`src/rtl/uart_byte_receiver.sv`:
```
// 16x-oversampled 8N1 UART receiver with majority-vote sampling; UART_RX_FIFO_EN selects a 4-entry FIFO instead of one holding register.
// Latency: 2-clock input sync; byte is pushed at stop-bit tick 9 and is visible one clock later (~9.6 bit periods after the start edge).
// Backpressure: rx_valid/rx_ready; when the buffer is full a new byte is dropped and rx_overrun pulses, unless a pop happens in the same cycle.
module uart_byte_receiver #(
    parameter int unsigned CLK_FREQ = 25_000_000,
    parameter int unsigned BAUD     = 115200
) (
    input  logic       clock,
    input  logic       reset,
    input  logic       RxD,
    output logic [7:0] rx_data,
    output logic       rx_valid,
    input  logic       rx_ready,
    output logic       rx_framing_err,
    output logic       rx_overrun,
    output logic       rx_idle
);

    localparam logic [32:0] ACC_INC = 33'(BAUD * 16);
    localparam logic [32:0] ACC_LIM = 33'(CLK_FREQ);

    typedef enum logic [2:0] {
        IDLE,
        START,
        DATA,
        STOP,
        WAIT_HIGH
    } state_t;

    logic        rxd_s1;
    logic        rxd_s2;
    logic        rxd_d;
    logic [31:0] acc;
    logic [32:0] acc_sum;
    logic        tick;
    state_t      state;
    logic [3:0]  tcnt;
    logic [3:0]  hcnt;
    logic [2:0]  bit_idx;
    logic [7:0]  shreg;
    logic        v7;
    logic        v8;
    logic        vote;
    logic        push_vld;
    logic [7:0]  push_dat;
    logic        pop;

    always_ff @(posedge clock or negedge reset) begin
        if (!reset) begin
            rxd_s1 <= 1'b1;
            rxd_s2 <= 1'b1;
            rxd_d  <= 1'b1;
        end else begin
            rxd_s1 <= RxD;
            rxd_s2 <= rxd_s1;
            rxd_d  <= rxd_s2;
        end
    end

    // Fractional accumulator keeps the long-term tick rate exact at 16x baud.
    assign acc_sum = {1'b0, acc} + ACC_INC;

    always_ff @(posedge clock or negedge reset) begin
        if (!reset) begin
            acc  <= 32'd0;
            tick <= 1'b0;
        end else if (acc_sum >= ACC_LIM) begin
            acc  <= 32'(acc_sum - ACC_LIM);
            tick <= 1'b1;
        end else begin
            acc  <= acc_sum[31:0];
            tick <= 1'b0;
        end
    end

    // Ticks 7 and 8 are held in v7/v8; tick 9 uses the live sample.
    assign vote    = (v7 & v8) | (v7 & rxd_s2) | (v8 & rxd_s2);
    assign rx_idle = (state == IDLE);

    always_ff @(posedge clock or negedge reset) begin
        if (!reset) begin
            state          <= WAIT_HIGH;
            tcnt           <= 4'd0;
            hcnt           <= 4'd0;
            bit_idx        <= 3'd0;
            shreg          <= 8'd0;
            v7             <= 1'b1;
            v8             <= 1'b1;
            push_vld       <= 1'b0;
            push_dat       <= 8'd0;
            rx_framing_err <= 1'b0;
        end else begin
            push_vld       <= 1'b0;
            rx_framing_err <= 1'b0;
            if (tick && state != IDLE) begin
                tcnt <= tcnt + 4'd1;
                if (tcnt == 4'd7) v7 <= rxd_s2;
                if (tcnt == 4'd8) v8 <= rxd_s2;
            end
            case (state)
                IDLE: begin
                    if (rxd_d && !rxd_s2) begin
                        tcnt  <= 4'd0;
                        state <= START;
                    end
                end
                START: begin
                    if (tick) begin
                        if (tcnt == 4'd9 && vote) begin
                            state <= IDLE;
                        end else if (tcnt == 4'd15) begin
                            bit_idx <= 3'd0;
                            state   <= DATA;
                        end
                    end
                end
                DATA: begin
                    if (tick) begin
                        if (tcnt == 4'd9) shreg <= {vote, shreg[7:1]};
                        if (tcnt == 4'd15) begin
                            if (bit_idx == 3'd7) state <= STOP;
                            else                 bit_idx <= bit_idx + 3'd1;
                        end
                    end
                end
                STOP: begin
                    if (tick && tcnt == 4'd9) begin
                        if (vote) begin
                            push_vld <= 1'b1;
                            push_dat <= shreg;
                            state    <= IDLE;
                        end else begin
                            rx_framing_err <= 1'b1;
                            hcnt           <= 4'd0;
                            state          <= WAIT_HIGH;
                        end
                    end
                end
                WAIT_HIGH: begin
                    // A low line at any clock restarts the 16-tick high qualification.
                    if (!rxd_s2) begin
                        hcnt <= 4'd0;
                    end else if (tick) begin
                        if (hcnt == 4'd15) begin
                            hcnt  <= 4'd0;
                            state <= IDLE;
                        end else begin
                            hcnt <= hcnt + 4'd1;
                        end
                    end
                end
                default: state <= WAIT_HIGH;
            endcase
        end
    end

    assign pop = rx_valid && rx_ready;

`ifdef UART_RX_FIFO_EN
    logic [7:0] mem [4];
    logic [1:0] wptr;
    logic [1:0] rptr;
    logic [2:0] count;
    logic       push_ok;

    assign push_ok  = push_vld && (count != 3'd4 || pop);
    assign rx_valid = (count != 3'd0);
    assign rx_data  = mem[rptr];

    always_ff @(posedge clock or negedge reset) begin
        if (!reset) begin
            for (int i = 0; i < 4; i++) mem[i] <= 8'd0;
            wptr       <= 2'd0;
            rptr       <= 2'd0;
            count      <= 3'd0;
            rx_overrun <= 1'b0;
        end else begin
            rx_overrun <= push_vld && !push_ok;
            if (push_ok) begin
                mem[wptr] <= push_dat;
                wptr      <= wptr + 2'd1;
            end
            if (pop) rptr <= rptr + 2'd1;
            case ({push_ok, pop})
                2'b10:   count <= count + 3'd1;
                2'b01:   count <= count - 3'd1;
                default: count <= count;
            endcase
        end
    end
`else
    always_ff @(posedge clock or negedge reset) begin
        if (!reset) begin
            rx_data    <= 8'd0;
            rx_valid   <= 1'b0;
            rx_overrun <= 1'b0;
        end else begin
            rx_overrun <= 1'b0;
            if (push_vld) begin
                if (!rx_valid || pop) begin
                    rx_data  <= push_dat;
                    rx_valid <= 1'b1;
                end else begin
                    rx_overrun <= 1'b1;
                end
            end else if (pop) begin
                rx_valid <= 1'b0;
            end
        end
    end
`endif

endmodule

```
`config.mk`:
```
export PLATFORM = sky130hd
export DESIGN_NAME = uart_byte_receiver
export DESIGN_NICKNAME = d
export VERILOG_FILES = /design/src/rtl/uart_byte_receiver.sv
export SDC_FILE = /design/constraint.sdc
export NUM_CORES = 1
export LEC_CHECK = 0
export BUFFER_PORTS_ARGS = -buffer_cell sky130_fd_sc_hd__buf_2
export CELL_PAD_IN_SITES_DETAIL_PLACEMENT = 1
export CELL_PAD_IN_SITES_GLOBAL_PLACEMENT = 2
export CORE_UTILIZATION = 42
export CTS_BUF_LIST = sky130_fd_sc_hd__clkbuf_8
export CTS_CLUSTER_SIZE = 24
export DETAILED_ROUTE_END_ITERATION = 12
export MAX_ROUTING_LAYER = met4
export PLACE_DENSITY = 0.86
export SETUP_SLACK_MARGIN = 0.4
export SLEW_MARGIN = 30
export SYNTH_ARGS = -nofsm -noshare
export SYNTH_HDL_FRONTEND = slang
export SYNTH_SLANG_ARGS = --single-unit
```
`constraint.sdc`:
```
create_clock -name clock -period 3.2 [get_ports clock]
set_input_delay 0.32 -clock clock [delete_from_list [all_inputs] [get_ports clock]]
set_output_delay 0.32 -clock clock [all_outputs]
set_load 0.02 [all_outputs]
```
### Word-level counts from Yosys, hierarchy flattened

Cells that the tools add are included.

* flip-flop bits (word level): 80
* bits in latches: 0
* memory bits (writable): 0
* ROM bits: 0
* input bits: 4
* output and inout port bits: 12
* word-level logic and storage cells: 119
* memories: 0

* add/sub/neg operators: 5
* multipliers: 0
* div/mod/pow operators: 0
* magnitude comparators: 1
* eq/ne operators: 26
* shift operators: 0
* mux-type cells: 42
* bitwise gates (word level): 5
* reductions and logical operators: 22

Operator list (count)
* 2-to-1 mux 3 bit: 18
* adder 32 x 21 -> 33 bit, second input constant: 1
* >= comparator 33 x 25 -> 1 bit, second input constant: 1
* 2-to-1 mux 32 bit: 1
* 2-to-1 mux 4 bit: 8
* subtractor 32 x 25 -> 32 bit, second input constant: 1
* != test 2 bit, second input constant: 12
* == test 4 bit, second input constant: 4
* case mux 3 bit (5 select lines): 1
* 2-to-1 mux 1 bit: 12
* AND reduction 10 bit: 1
* adder 4 x 1 -> 4 bit, second input constant: 2
* case mux 4 bit (2 select lines): 1
* AND reduction 2 bit: 4
* AND reduction 7 bit: 1
* == test 3 x 2 -> 1 bit, second input constant: 2
* == test 3 bit, second input constant: 2
* != test 3 bit, second input constant: 2
* case mux 3 bit (2 select lines): 1
* AND reduction 3 bit: 2
* nonzero test 2 bit: 3
* logical AND 1 bit: 5
* == test 4 x 3 -> 1 bit, second input constant: 1
* != test 2 x 1 -> 1 bit, second input constant: 2
* other kinds (9): 13

### Logic depth before layout (Yosys ltp)

* word-level depth: 7
* mapped depth: 14
* gate-level depth less buffers: 11

### Worst setup path before layout

Ideal clock, no wire load.

* path kind: register to register
* from: register acc[14]
* to: register acc[25]
* library setup time: 131 ps
* data arrival time: 2640 ps
* required time: 3069 ps
* path slack: 429 ps
* stages on the path, launching flop included: 12
* path buffers: 2
* period minus slack after synthesis: 2771 ps
* cell sequence: dfrtp_1 > ha_1 > buf_6 > nand3_1 > xnor2_1 > or4b_1 > nor2_1 > a31oi_4 > and2_4 > buf_12 > or3_1 > xor2_1

* longest elaborated chain between the ends: 3
* elaborated cells on any way between the ends: 4
* those cells by class: add/sub (2); order compare (1); mux (1)

Ends and longest elaborated chain
* from (decl): RTL line 33 `logic [31:0] acc;`
* from (signal assigned): RTL line 68 `acc <= 32'(acc_sum - ACC_LIM);`
* from (signal assigned): RTL line 71 `acc <= acc_sum[31:0];`
* adder 32 x 21 -> 33 bit *: RTL line 61 `assign acc_sum = {1'b0, acc} + ACC_INC;`
* subtractor 32 x 25 -> 32 bit or >= comparator 33 x 25 -> 1 bit (tied branches): RTL line 68, 67
* 2-to-1 mux 32 bit *: RTL line 67 `end else if (acc_sum >= ACC_LIM) begin`

Every way passes the cells marked *; elsewhere a longest branch is shown, timed or not.
A chain may end at the register's enable or synchronous reset.

### Final worst setup path

* from: register acc[18]
* to: register acc[15]

* longest elaborated chain between the ends: 3

Ends and longest elaborated chain (RTL line)
* adder 32 x 21 -> 33 bit: 61
* >= comparator 33 x 25 -> 1 bit: 67
* 2-to-1 mux 32 bit: 67

No other way between the ends.

==> flow_metrics.py <==
metrics = {
    "logic_synthesis": {
        "async_flop_share_pct": 100,
        "synthesis.area_um2": 4180,
        "synth_top_area_share_pct": 40.7,
        "yosysWarnings": 0,
        "synthFlopType": "dfrtp_1",
        "synth_fp_nets": 424,
        "synthDistinctLibCells": 69,
        "syn_avg_cell_area_um2": 10.2,
        "seq_area_frac_synth_pct": 44.5,
        "ys_ff_latch": 74,
        "synth_edf_count": 0,
        "netlist_instances": 410,
        "yosysTopAreaCell": "dfrtp_1",
        "synth_area_leaders": "dfrtp_1 (41%), nand2_1 (5.0%), mux2_2 (4.9%)",
    },
    "clocking": {
        "cts_made_buffers": 9,
        "h-tree-depth": 3,
        "hold_buffers": 0,
        "clk-insertion-delay-late_ns": 0.37,
        "cts-root-buf": "clkbuf_8",
        "cts_buffer_depth": 2,
        "clock-sinks": 74,
        "clkTransAtPathRegs_ns": 0.10,
        "cts_tree": "yes",
    },
    "cells_and_area": {
        "fill_cells": 1102,
        "diodes": 0,
        "drive_gt1_share_pct": 25.8,
        "fin_area_um2": 4820,
        "finalNetCount": 458,
        "areaGrowthSynthToFinish_pct": 15.4,
        "final_cell_count_no_fill": 582,
    },
    "power": {
        "clock_power_share_pct": 39.5,
        "p_comb_share_pct": 11.4,
        "finalPower_mw": 2.13,
        "switching_power_uw": 619,
        "p_sw_share_pct": 29.0,
        "ir_drop_mv": 0.238,
        "intPower_mw": 1.52,
        "leakage_nw": 2.17,
        "powerDensity_nw_per_um2": 443,
        "seqPwrFrac_pct": 49.1,
    },
    "drt": {
        "wirelength_um": 9930,
        "wl_per_cell_um": 17.1,
        "drtAntennaViolNets": 0,
        "viasPerCell": 5.43,
        "drc_errors": 0,
        "first_iter_violations": 64,
        "dr.pass1.iters": 4,
        "vias": 3163,
    },
    "status": {
        "status": "complete, but fails checks",
        "violations": "negative hold slack",
    },
    "critical_path": {
        "endpoint_kind": "flip-flop",
        "criticalPathCategory": "flip-flop to flip-flop",
        "reg2reg_depth": 9,
        "start_kind": "flip-flop",
        "worstPathCellList": "or3_4 -> o211a_1 -> xnor2_4 -> nand3_1 -> nor3_4 -> buf_4 -> and2_2 -> nor2_1 -> xnor2_1",
        "cp.arrival_ns": 2.96,
        "slowest_stage": "dfrtp_1",
        "slowest_delay_ns": 0.52,
        "worstPathRequired_ns": 3.43,
        "cp_max_fo": 9,
    },
    "die": {
        "die_x_um": 102,
        "fp.coreArea_um2": 9680,
        "row_count": 36,
        "die-area_um2": 10400,
        "start_util_pct": 43.1,
        "die_h_um": 102,
        "io_pins": 16,
    },
    "timing": {
        "fmax_mhz": 366,
        "fin_crit_sh_pct": 85.3,
        "slew_headroom_pct": 55.6,
        "tightest_slew_ns": 0.667,
        "grt_setup_unrepaired": "true",
        "drv_slew": 0,
        "min_period_ns": 2.73,
        "whs_ns": -0.0466,
        "report.final.setup_viol": 0,
        "tns_ns": 0,
        "hold_viol": 61,
        "skew_ns": 0.0215,
    },
    "placement": {
        "routabilityCongestion": 0.891,
        "placedInstanceArea_um2": 4390,
        "io_buffers": 15,
        "dp_hpwl_um": 6970,
        "placed_cells": 556,
    },
    "global_route": {
        "antenna_found_initial": 0,
        "overflow": 0,
        "grt_pass1_wl_um": 15700,
        "grt_pass1_vias": 3191,
        "grt.total_usage_pct": 20.6,
        "grt_max_degree": 75,
    },
    "hold_path": {
        "hold_path.class": "input port to asynchronous set/reset pin",
    },
    "flow_run": {
        "maxCapViolations": 0,
    },
}
-- cells in the final DEF, fill, tap and decap left out, drive strengths merged, types with 11 or more instances in the layout --
cell	netlist	final
nor2	27	27
buf	10	33
nand2	59	59
xor2	15	15
nand3	23	23
xnor2	25	25
dfrtp	68	68
mux2	18	18
nand4	11	11
o21ai	21	21
inv	13	15
a21oi	15	15
-- state kept, by name, indices dropped and copies added, names as in the netlist --
signal	flops
bit_idx	3
rxd_s1	1
state	3
push_vld	1
push_dat	8
rxd_d	1
hcnt	4
rx_valid	1
rxd_s2	1
tcnt	4
rx_overrun	1
v7	1
rx_framing_err	1
v8	1
shreg	8
rx_data	8
acc	26
tick	1
-- path summary, 6_finish.rpt --
check                                   from             endpoint  slack, ns
hold / removal                         reset  hcnt[3]$_DFFE_PN0P_      -0.05
setup / recovery           acc[18]$_DFF_PN0_    acc[15]$_DFF_PN0_       0.47
setup reg to reg           acc[18]$_DFF_PN0_    acc[15]$_DFF_PN0_       0.47
min in group clock                       RxD     rxd_s1$_DFF_PN1_       0.06
max in group asynchronous              reset    acc[22]$_DFF_PN0_       2.74
hold reg to reg             rxd_s1$_DFF_PN1_     rxd_s2$_DFF_PN1_       0.36
-- cell families after synthesis --
group                    synth area share [%]
AND/OR/NAND/NOR                          22.3
flip-flops                               44.5
XOR/XNOR                                 8.75
adder cells (fa/ha/maj)                  3.23
buffers and inverters                    3.80
multiplexers                             5.57
AO/OA/AOI/OAI                            11.8
-- worst max-delay path, delay by kind of cell, from the launching register on --
family / cells / cell delay (ns)
buf+inv: 1 / 0.17
compound gates: 1 / 0.30
simple gates: 5 / 1.23
flops: 1 / 0.52
xor+xnor: 2 / 0.38
-- cell usage after synthesis (all sizes together), types with 3 or more instances --
cell type	instances
o22ai	3
xnor2	25
nand4	11
dfrtp	68
buf	10
nand3b	4
or2	3
nor4	3
nor2b	6
nor3	9
ha	10
inv	13
nand2	59
xor2	15
o31ai	3
nand3	23
and4	4
a21oi	15
o2bb2ai	3
nor2	27
nand2b	3
mux2	18
a31oi	3
and2	5
dfstp	6
mux2i	3
or3	6
o21ai	21
-- power by group through the flow --
stage / Combinational (mW) / Sequential [mW] / Clock (mW)
floorplan: 0.178 / 1.03 / 0
global placement: 0.236 / 1.06 / 0
detailed placement: 0.246 / 1.06 / 0
CTS: 0.247 / 1.05 / 0.863
global route: 0.279 / 1.06 / 0.898
finish: 0.244 / 1.05 / 0.843
-- metrics by stage --
step	setup slack [ns]	utilization (%)	hold WS, ns
global placement	0.403	45.3	0.346
floorplan	0.429	-	0.0244
finish	0.471	49.8	-0.0466
detailed placement	0.261	45.3	0.353
global route	0.350	49.8	0.0329
CTS	0.388	47.9	0.0438
-- final cells by class --
type / instances / area (um2) / area share (%)
flip-flops and latches: 74 / 1860 / 38.7
inverters: 14 / 60.1 / 1.25
clock inverters: 7 / 101 / 2.10
well taps: 133 / 166 / 3.45
repair buffers: 33 / 220 / 4.57
clock buffers: 9 / 124 / 2.57
multi-input cells: 312 / 2280 / 47.4
-- metal layers --
| layer | routed length, um | share of wire, % | GRT usage [%] |
|---|---|---|---|
| met2 | 5030 | 51 | 34.0 |
| met3 | 268 | 2.7 | 2.62 |
| met5 | 0 | 0 | - |
| met4 | 167 | 1.7 | 9.59 |
| met1 | 4460 | 45 | 24.9 |
-- timing repair --
action	in CTS	in global routing
pin swaps	0	12
setup endpoints to repair	22	23
setup buffers	1	8
cloned	0	1
gates resized for setup	3	24
No activity file was read; power rests on OpenSTA's default activity.
